**config.mk**
```make
export PLATFORM = sky130hd
export DESIGN_NAME = branch_resolve_ctrl
export DESIGN_NICKNAME = d
export VERILOG_FILES = /design/src/rtl/branch_pkg.sv /design/src/rtl/branch_cond_eval.sv /design/src/rtl/branch_resolve_ctrl.sv
export SDC_FILE = /design/constraint.sdc
export NUM_CORES = 1
export LEC_CHECK = 0
export ABC_CLOCK_PERIOD_IN_PS = 4150
export BUFFER_PORTS_ARGS = -buffer_cell sky130_fd_sc_hd__buf_4
export CAP_MARGIN = 20
export CORE_MARGIN = 2
export CORE_UTILIZATION = 30
export DETAILED_ROUTE_END_ITERATION = 8
export PLACE_DENSITY = 0.52
export SYNTH_ARGS = -nofsm -noshare
export SYNTH_HDL_FRONTEND = slang
export SYNTH_SLANG_ARGS = --single-unit
```
**constraint.sdc**
```tcl
create_clock -name clk -period 4.15 [get_ports clk]
set_input_delay 0.415 -clock clk [delete_from_list [all_inputs] [get_ports clk]]
set_output_delay 0.415 -clock clk [all_outputs]
set_load 0.01 [all_outputs]
```
**src/rtl/branch_pkg.sv**
```systemverilog
// Shared encodings for the branch resolution sequencer.
// Provides FSM states, branch op / condition codes and link offset.
package branch_pkg;

    typedef enum logic [1:0] {
        IDLE     = 2'b00,
        EVAL     = 2'b01,
        RESOLVE  = 2'b10,
        REDIRECT = 2'b11
    } br_state_e;

    localparam logic [1:0] BR_OP_COND = 2'b00;
    localparam logic [1:0] BR_OP_JUMP = 2'b01;
    localparam logic [1:0] BR_OP_CALL = 2'b10;
    localparam logic [1:0] BR_OP_RET  = 2'b11;

    localparam logic [1:0] COND_GT    = 2'b00;
    localparam logic [1:0] COND_LT    = 2'b01;
    localparam logic [1:0] COND_EQ    = 2'b10;
    localparam logic [1:0] COND_NEVER = 2'b11;

    localparam int unsigned LINK_OFFSET = 4;

endpackage

```
**src/rtl/branch_cond_eval.sv**
```systemverilog
// Signed test of a register value against zero.
// Ports: opcond (GT/LT/EQ/NEVER), a (operand) -> y (condition holds).
module branch_cond_eval
    import branch_pkg::*;
#(
    parameter int XLEN = 32
) (
    input  logic [1:0]      opcond,
    input  logic [XLEN-1:0] a,
    output logic            y
);

    logic neg;
    logic zero;

    assign neg  = a[XLEN-1];
    assign zero = (a == '0);

    always_comb begin
        y = 1'b0;
        unique case (opcond)
            COND_GT:    y = !neg && !zero;
            COND_LT:    y = neg;
            COND_EQ:    y = zero;
            COND_NEVER: y = 1'b0;
            default:    y = 1'b0;
        endcase
    end

endmodule

```
**src/rtl/branch_resolve_ctrl.sv**
```systemverilog
// Branch resolution sequencer: accepts a branch, evaluates it, redirects fetch.
// Ports: br_* request, kill flush, redir_* to fetch, link_*, done/taken, stats.
module branch_resolve_ctrl
    import branch_pkg::*;
#(
    parameter int XLEN  = 32,
    parameter int CNT_W = 16
) (
    input  logic             clk,
    input  logic             rst_n,
    input  logic             br_valid,
    output logic             br_ready,
    input  logic [1:0]       br_op,
    input  logic [1:0]       br_cond,
    input  logic [XLEN-1:0]  br_rs,
    input  logic [XLEN-1:0]  br_pc,
    input  logic [XLEN-1:0]  br_off,
    input  logic             kill,
    output logic             redir_valid,
    input  logic             redir_ready,
    output logic [XLEN-1:0]  redir_pc,
    output logic             link_we,
    output logic [XLEN-1:0]  link_data,
    output logic             done,
    output logic             taken,
    output logic [CNT_W-1:0] stat_branches,
    output logic [CNT_W-1:0] stat_taken
);

    br_state_e        state_q, state_d;
    logic [1:0]       op_q, op_d;
    logic [1:0]       cond_q, cond_d;
    logic [XLEN-1:0]  rs_q, rs_d;
    logic [XLEN-1:0]  pc_q, pc_d;
    logic [XLEN-1:0]  off_q, off_d;
    logic             outcome_q, outcome_d;
    logic [XLEN-1:0]  target_q, target_d;
    logic             redir_valid_q, redir_valid_d;
    logic             link_we_q, link_we_d;
    logic [XLEN-1:0]  link_data_q, link_data_d;
    logic             done_q, done_d;
    logic             taken_q, taken_d;
    logic [CNT_W-1:0] stat_br_q, stat_br_d;
    logic [CNT_W-1:0] stat_tk_q, stat_tk_d;

    logic             cond_y;
    logic [XLEN-1:0]  tgt;
    logic [CNT_W-1:0] br_inc;
    logic [CNT_W-1:0] tk_inc;

    branch_cond_eval #(.XLEN(XLEN)) u_cond (
        .opcond (cond_q),
        .a      (rs_q),
        .y      (cond_y)
    );

    assign br_ready = (state_q == IDLE) && !kill;

    // Saturating increments: hold once all-ones is reached.
    assign br_inc = (stat_br_q == '1) ? stat_br_q
                                      : stat_br_q + CNT_W'(1);
    assign tk_inc = (stat_tk_q == '1) ? stat_tk_q
                                      : stat_tk_q + CNT_W'(1);

    always_comb begin
        state_d       = state_q;
        op_d          = op_q;
        cond_d        = cond_q;
        rs_d          = rs_q;
        pc_d          = pc_q;
        off_d         = off_q;
        outcome_d     = outcome_q;
        target_d      = target_q;
        redir_valid_d = redir_valid_q;
        link_we_d     = 1'b0;
        link_data_d   = link_data_q;
        done_d        = 1'b0;
        taken_d       = 1'b0;
        stat_br_d     = stat_br_q;
        stat_tk_d     = stat_tk_q;
        tgt           = (op_q == BR_OP_RET) ? rs_q : pc_q + off_q;

        unique case (state_q)
            IDLE: begin
                if (br_valid && br_ready) begin
                    op_d    = br_op;
                    cond_d  = br_cond;
                    rs_d    = br_rs;
                    pc_d    = br_pc;
                    off_d   = br_off;
                    state_d = EVAL;
                end
            end
            EVAL: begin
                outcome_d   = (op_q == BR_OP_COND) ? cond_y : 1'b1;
                target_d    = tgt & ~XLEN'(3);
                // Strobe is registered so it lands in RESOLVE.
                link_we_d   = (op_q == BR_OP_CALL);
                link_data_d = pc_q + XLEN'(LINK_OFFSET);
                state_d     = RESOLVE;
            end
            RESOLVE: begin
                if (outcome_q) begin
                    redir_valid_d = 1'b1;
                    state_d       = REDIRECT;
                end else begin
                    done_d    = 1'b1;
                    stat_br_d = br_inc;
                    state_d   = IDLE;
                end
            end
            REDIRECT: begin
                if (redir_ready) begin
                    redir_valid_d = 1'b0;
                    done_d        = 1'b1;
                    taken_d       = 1'b1;
                    stat_br_d     = br_inc;
                    stat_tk_d     = tk_inc;
                    state_d       = IDLE;
                end
            end
            default: state_d = IDLE;
        endcase

        // A flush overrides any pending retirement or redirect.
        if (kill && state_q != IDLE) begin
            state_d       = IDLE;
            redir_valid_d = 1'b0;
            link_we_d     = 1'b0;
            done_d        = 1'b0;
            taken_d       = 1'b0;
            stat_br_d     = stat_br_q;
            stat_tk_d     = stat_tk_q;
        end
    end

    always_ff @(posedge clk or negedge rst_n) begin
        if (!rst_n) begin
            state_q       <= IDLE;
            op_q          <= '0;
            cond_q        <= '0;
            rs_q          <= '0;
            pc_q          <= '0;
            off_q         <= '0;
            outcome_q     <= 1'b0;
            target_q      <= '0;
            redir_valid_q <= 1'b0;
            link_we_q     <= 1'b0;
            link_data_q   <= '0;
            done_q        <= 1'b0;
            taken_q       <= 1'b0;
            stat_br_q     <= '0;
            stat_tk_q     <= '0;
        end else begin
            state_q       <= state_d;
            op_q          <= op_d;
            cond_q        <= cond_d;
            rs_q          <= rs_d;
            pc_q          <= pc_d;
            off_q         <= off_d;
            outcome_q     <= outcome_d;
            target_q      <= target_d;
            redir_valid_q <= redir_valid_d;
            link_we_q     <= link_we_d;
            link_data_q   <= link_data_d;
            done_q        <= done_d;
            taken_q       <= taken_d;
            stat_br_q     <= stat_br_d;
            stat_tk_q     <= stat_tk_d;
        end
    end

    assign redir_valid   = redir_valid_q;
    assign redir_pc      = target_q;
    assign link_we       = link_we_q;
    assign link_data     = link_data_q;
    assign done          = done_q;
    assign taken         = taken_q;
    assign stat_branches = stat_br_q;
    assign stat_taken    = stat_tk_q;

endmodule

```
# Yosys cells after proc, flatten, opt, wreduce, memory -nomap -nowiden
# Cells that the tools add are included.
op_classes:
  addsub: 4
  reduce_logical: 19
  n_bitwise: 2
  eq_ne: 15
  n_mux: 24
ops:
  columns: ["operator", "count"]
  rows:
  - ["$mux 16", 3]
  - ["$add 16x1->16 const B", 2]
  - ["$add 32x3->32 const B", 1]
  - ["$add 32x32->32", 1]
  - ["$eq 16x16->1 const B", 2]
  - ["$logic_not 32->1", 1]
  - ["$mux 32", 1]
  - ["$pmux 16 s2", 1]
  - ["$eq 2x2->1 const B", 6]
  - ["$mux 1", 11]
  - ["$mux 2", 4]
  - ["$pmux 2 s4", 1]
  - ["$reduce_and 4->1", 2]
  - ["$logic_not 2->1", 3]
  - ["$ne 3x3->1 const B", 2]
  - ["$eq 2x1->1 const B", 2]
  - ["$logic_and 1x1->1", 4]
  - ["$ne 2x2->1 const B", 2]
  - ["$pmux 1 s2", 2]
  - ["$pmux 1 s4", 1]
  - ["$reduce_and 2->1", 2]
  - ["$reduce_bool 2->1", 2]
  - ["$logic_not 1->1", 3]
  - ["$ne 3x1->1 const B", 1]
  - ["other kinds (3)", 4]
totals:
  register_bits: 201
  elab_cells: 79
  out_inout_bits: 101

# Longest topological paths before layout
depth:
  depth_word: 6
  ltp_mapped: 10

# Hierarchy
# A second synthesis with hierarchy kept.
hier_totals:
  cells_unflattened: 930
  area_unflattened_um2: 9980.8
by_module_without_submodules:
  columns: ["mod", "seq_area_each_um2", "n_inst", "cells_each", "area_per_inst_um2"]
  rows:
  - ["branch_resolve_ctrl", 5029.8, 1, 914, 9882.0]
  - ["branch_cond_eval", 0.0, 1, 16, 98.8]

# Worst setup path before layout
# No wires, ideal clock.
synth_path:
  kind: "flip-flop to flip-flop"
  startpoint: "register pc_q[8]"
  endpoint: "register target_q[31], in the netlist redir_pc[31]"
  path_slack_ns: 1.840
  required_ns: 4.024
  arrival_time_ns: 2.184
  stages_incl_launch_ff: 11
  synth_period_minus_slack_ns: 2.310
  cell_sequence: "dfrtp_1 ha_1 clkbuf_2 nand2_1 o21ai_0 a21o_1 a22o_1 a21oi_1 o31ai_2 a21oi_1 a311o_1"
synth_between:
  elab_chain_len: 2
synth_lines:
  columns: ["item", "line", "rtl"]
  rows:
  - ["from (decl)", "branch_resolve_ctrl.sv:34", "logic [XLEN-1:0] pc_q, pc_d;"]
  - ["from (signal assigned)", "branch_resolve_ctrl.sv:159", "pc_q <= pc_d;"]
  - ["$add 32x32->32", "branch_resolve_ctrl.sv:81", "tgt = (op_q == BR_OP_RET) ? rs_q : pc_q + off_q;"]
  - ["$mux 32", "branch_resolve_ctrl.sv:81", null]
  - ["to (signal assigned)", "branch_resolve_ctrl.sv:162", "target_q <= target_d;"]
  - ["to (decl)", "branch_resolve_ctrl.sv:37", "logic [XLEN-1:0] target_q, target_d;"]
# Every way passes these cells.
# A chain may end at the register's enable or synchronous reset.

# Worst setup path after layout
layout_path:
  startpoint: "register pc_q[7]"
  endpoint: "register target_q[31], in the netlist redir_pc[31]"
# Same word-level chain as after synthesis.

==> results.txt <==
The worst voltage drop across the vdd grid is 0.427 mV, and the final worst clock skew is 9.91 ps. The post-CTS resize count came out at 0. Layout overhead on the synthesized area: 28.2%. The average instance in the mapped netlist occupies 10.7 um2.

The buffer count from post-CTS setup fixing is 0, and the post-synthesis compound-gate area fraction is 0.119. In the routed design, unresolved DRC markers number 0. The dominant combinational cell family by area after synthesis is simple AND/OR/NAND/NOR gates. The number of global-route vias before repair was 7885; the antenna cell count was 0. The met3 track utilization from global routing is 0.0453. The global-route total usage across every layer was 0.164. The multiplexer share of the synthesized area was 0.113; the number of standard-cell rows in the floorplan was 66. The startpoint of the lowest-slack register-to-register path is pc_q[7].

Area of the core: 32700 um2. The vias after detailed routing is 7656, and the number of buffers inserted during clock tree synthesis is 25. Counting flops and latches in the post-synthesis netlist gives 201.

Clock-pin slew was measured on the worst setup and hold paths at 60 ps. Relative max-transition margin: 0.389. Ranked by total cell area, the synthesized netlist is headed by sky130_fd_sc_hd__dfrtp_1 (50%), sky130_fd_sc_hd__mux2_2 (11%), sky130_fd_sc_hd__xnor2_1 (4.6%). The worst setup path is launched from a flop. The detailed-placement wirelength estimate came out at 21.2 mm. The worst setup path is captured at a flop. After filler insertion, the fill cell instance count of the layout stands at 3275. The logs give 0.910 for the weighted congestion reported at the end of routability-driven placement and 1 for the H-tree level count. Setup violations remaining at the end of the flow were counted as 0.

The simple-gate share of the synthesized area was 0.128. The finished cells cover 12800 um2. Critical path's most frequent cell: sky130_fd_sc_hd__a21oi_1.

The floorplan step set the die height to 187 um. The number of antenna violations at the first check in global routing is 0, and the number of clock sinks is 201. In this run the critical register-to-register path is captured at redir_pc[31]. The count of final max-slew check failures is 0, and the clock power share is 0.238. The logs give 1588 for the final standard cell count with taps included and fillers excluded and 0 for the remaining antenna violation count after routing.

The tools report the end point of the critical path as redir_pc[31]. TritonCTS built the clock tree. The ratio of cells with drive above 1 in the final layout is 0.322, and the placed standard-cell area is 12000 um2.

The switching part of the total is 0.380. The run finished, with violations left. The die covers 34800 um2. Power spread over the standard cell area amounts to 719 nW/um2.

For this run the aggregate overflow at the end of global routing stands at 0. Family of cells with the greatest summed delay on the critical path: compound AO/OA/AOI/OAI gates. Setup repair after global routing left no endpoint under its margin.

The run gives 12 as the hold violation count in the final report. The tightest hold margin is -36.1 ps. For the initial core utilization, the log shows 0.306. Clock tree synthesis selected as its root buffer the cell sky130_fd_sc_hd__clkbuf_16. On the critical path, the stage with the largest delay is an instance of sky130_fd_sc_hd__dfrtp_1. The number of iterations in the first detailed-routing pass is 5. Data arrives at the worst endpoint at 3110 ps. The total wire length after detailed routing came out at 28.6 mm. met2 is the most crowded layer.

For this design the static power due to leakage is 5.72 nW. The delay of the slowest cell on the worst path is 430 ps, and the later-pin clock latency in the skew report is 520 ps. The synthesized design contains 0 enable-type register cells.

For this design, the CTS-stage hold fixing added 0 buffers. After detailed routing, the average wire length per cell comes to 18.0 um. The die is 187 um wide. Traced cell by cell, the critical path runs through ha_1 > a21oi_1 > o21ai_0 > a21o_1 > a22o_1 > a21oi_1 > o31ai_2 > a21oi_1 > a311o_1. The worst-margin pin slew came out at 917 ps. Synthesis produced 932 cells. The total standard cell area after synthesis came out at 10000 um2.

The tools report the met1 routing resource usage after global routing as 0.219. In this run the worst setup path begins at pc_q[7]. The fraction of registers with async set/reset was 1.00.

The primary flip-flop cell chosen by synthesis mapping is sky130_fd_sc_hd__dfrtp_1. The placed instance count is 1544, and the fraction of the cycle the final worst path needs is 0.652. STA puts the critical path data required time at 4560 ps. The final critical path time including I/O delays and setup is 2700 ps, and the global-route wire length before repair is 45.7 mm.

For flop-to-flop paths, the worst setup slack is 1450 ps. The checks that failed: negative hold slack. The commonest non-fill, non-tap cell in the layout was sky130_fd_sc_hd__buf_4. The max-cap check violation count was 0; the number of distinct standard cells referenced by the synthesized netlist was 66. The logic depth of the worst setup path including buffers was 9.

The maximum root-to-sink buffer count is 3. The critical path is of the flop to flop type. Setup total negative slack on the finished layout was measured at 0 ps. The met2 usage is 0.266. Number of port buffers: 203. The type of the tightest min-delay check is input port to asynchronous set/reset pin. The area share of the largest cell type after synthesis was 0.503; the portion of total power attributed to sequential cells was 0.346. Pin placement for this block handled 206 I/O pins. The starting DRC count in detailed routing is 436, and the timing-limited maximum frequency is 0.370 GHz. The adder-cell share of the synthesized area was 0.0413; the maximum number of pins on one net before global-route repair was 97. Summed over all instances, the cell type with the most area after synthesis is sky130_fd_sc_hd__dfrtp_1. After layout, the design draws a total of 9.22 mW. Xor/xnor cell area share of the yosys netlist: 0.0753. The logic gate share of total power is 0.416, and the detail-routed via count per cell is 4.82.

For this design the total switching power over the nets is 3.50 mW. The number of buffers and inverters on the critical path is 0. Length in cells of the worst reg-to-reg path: 9. The final layout contains 1268 nets. For the design internal power, the log shows 5.72 mW.

In the layout the commonest cells are sky130_fd_sc_hd__buf_4 (210), sky130_fd_sc_hd__dfrtp_1 (201), sky130_fd_sc_hd__nand2_1 (106). The number of warning messages in the yosys log was 0. Of all nets on the critical path, the largest fanout is 6.

The sequential area share after synthesis was 0.503.
## flip-flops by register name, indices dropped and copies added, names as in the netlist, 2 cells and up
signal and flops:
stat_taken 16, cond_q 2, stat_branches 16, rs_q 32
pc_q 32, op_q 2, redir_pc 30, state_q 2
off_q 32, link_data 32
## power by group through the flow
stage	Clock, mW	Sequential [mW]	Combinational, mW
2_1_floorplan	0	3.17	2.39
3_3_place_gp	0	3.22	3.85
3_5_place_dp	0	3.23	3.87
4_1_cts	2.26	3.20	3.89
5_1_grt	2.33	3.30	4.31
6_report	2.19	3.19	3.84
## per-layer routing
layer,share of wire,vias up
met5,0,-
met4,0.019,0
met3,0.069,41
met2,0.47,181
met1,0.45,3717
li1,-,3717
## worst min-delay path by stage
stage,start,depth (start not counted),to
3_3_place_gp,link_data[3],2,link_data[3]
4_1_cts,rst_n,1,stat_branches[14]
5_1_grt,rst_n,1,done
3_5_place_dp,link_data[3],2,link_data[3]
6_report,rst_n,1,stat_branches[9]
2_1_floorplan,rst_n,0,cond_q[0]
## layout make-up
| type | instances | area, um2 | area share |
|---|---|---|---|
| flip-flops and latches | 201 | 5030 | 0.392 |
| multi-input cells | 684 | 4780 | 0.373 |
| repair buffers | 212 | 1610 | 0.126 |
| clock buffers | 37 | 741 | 0.0578 |
| well taps | 442 | 553 | 0.0431 |
| clock inverters | 6 | 82.6 | 0.00644 |
| inverters | 6 | 22.5 | 0.00176 |
## Yosys cell counts, types with 4 or more instances
master,number
sky130_fd_sc_hd__a21o_1,13
sky130_fd_sc_hd__a21oi_1,60
sky130_fd_sc_hd__a22oi_1,15
sky130_fd_sc_hd__a31oi_1,4
sky130_fd_sc_hd__and3_1,12
sky130_fd_sc_hd__and4_1,5
sky130_fd_sc_hd__buf_2,10
sky130_fd_sc_hd__clkbuf_1,29
sky130_fd_sc_hd__dfrtp_1,201
sky130_fd_sc_hd__ha_1,33
sky130_fd_sc_hd__inv_1,6
sky130_fd_sc_hd__mux2_2,100
sky130_fd_sc_hd__nand2_1,106
sky130_fd_sc_hd__nand3_1,28
sky130_fd_sc_hd__nand4_1,23
sky130_fd_sc_hd__nor2_1,48
sky130_fd_sc_hd__nor2b_1,4
sky130_fd_sc_hd__nor3_1,8
sky130_fd_sc_hd__nor4_1,9
sky130_fd_sc_hd__o21ai_0,66
sky130_fd_sc_hd__o21ai_1,4
sky130_fd_sc_hd__xnor2_1,53
sky130_fd_sc_hd__xor2_1,33
## worst register-to-register path, cell delays in order, from the launching register on
cell and delay [ps]:
sky130_fd_sc_hd__dfrtp_1 430, sky130_fd_sc_hd__ha_1 410, sky130_fd_sc_hd__a21oi_1 130, sky130_fd_sc_hd__o21ai_0 370, sky130_fd_sc_hd__a21o_1 180, sky130_fd_sc_hd__a22o_1 160
sky130_fd_sc_hd__a21oi_1 140, sky130_fd_sc_hd__o31ai_2 330, sky130_fd_sc_hd__a21oi_1 120, sky130_fd_sc_hd__a311o_1 330
## cells by family (layout without fill, tap and decap cells)
| family | Yosys count | in the layout |
|---|---|---|
| AOI/OAI and AO/OA | 197 | 197 |
| other | 1 | 2 |
| adders and majority gates | 33 | 33 |
| and+or+nand+nor | 266 | 266 |
| DFF | 201 | 201 |
| xor gates and xnor gates | 86 | 86 |
| muxes | 100 | 100 |
| buffers and inverters | 48 | 261 |
## metrics by stage
| step | util | worst slack [ps] | hold WS, ps |
|---|---|---|---|
| 2_1_floorplan | - | 1840 | 119 |
| 3_3_place_gp | 0.367 | 1500 | 461 |
| 3_5_place_dp | 0.367 | 1470 | 466 |
| 4_1_cts | 0.392 | 1440 | 18.6 |
| 5_1_grt | 0.392 | 1160 | 50.6 |
| 6_report | 0.392 | 1450 | -36.1 |
Note: power is estimated with default switching activity, not from simulation.
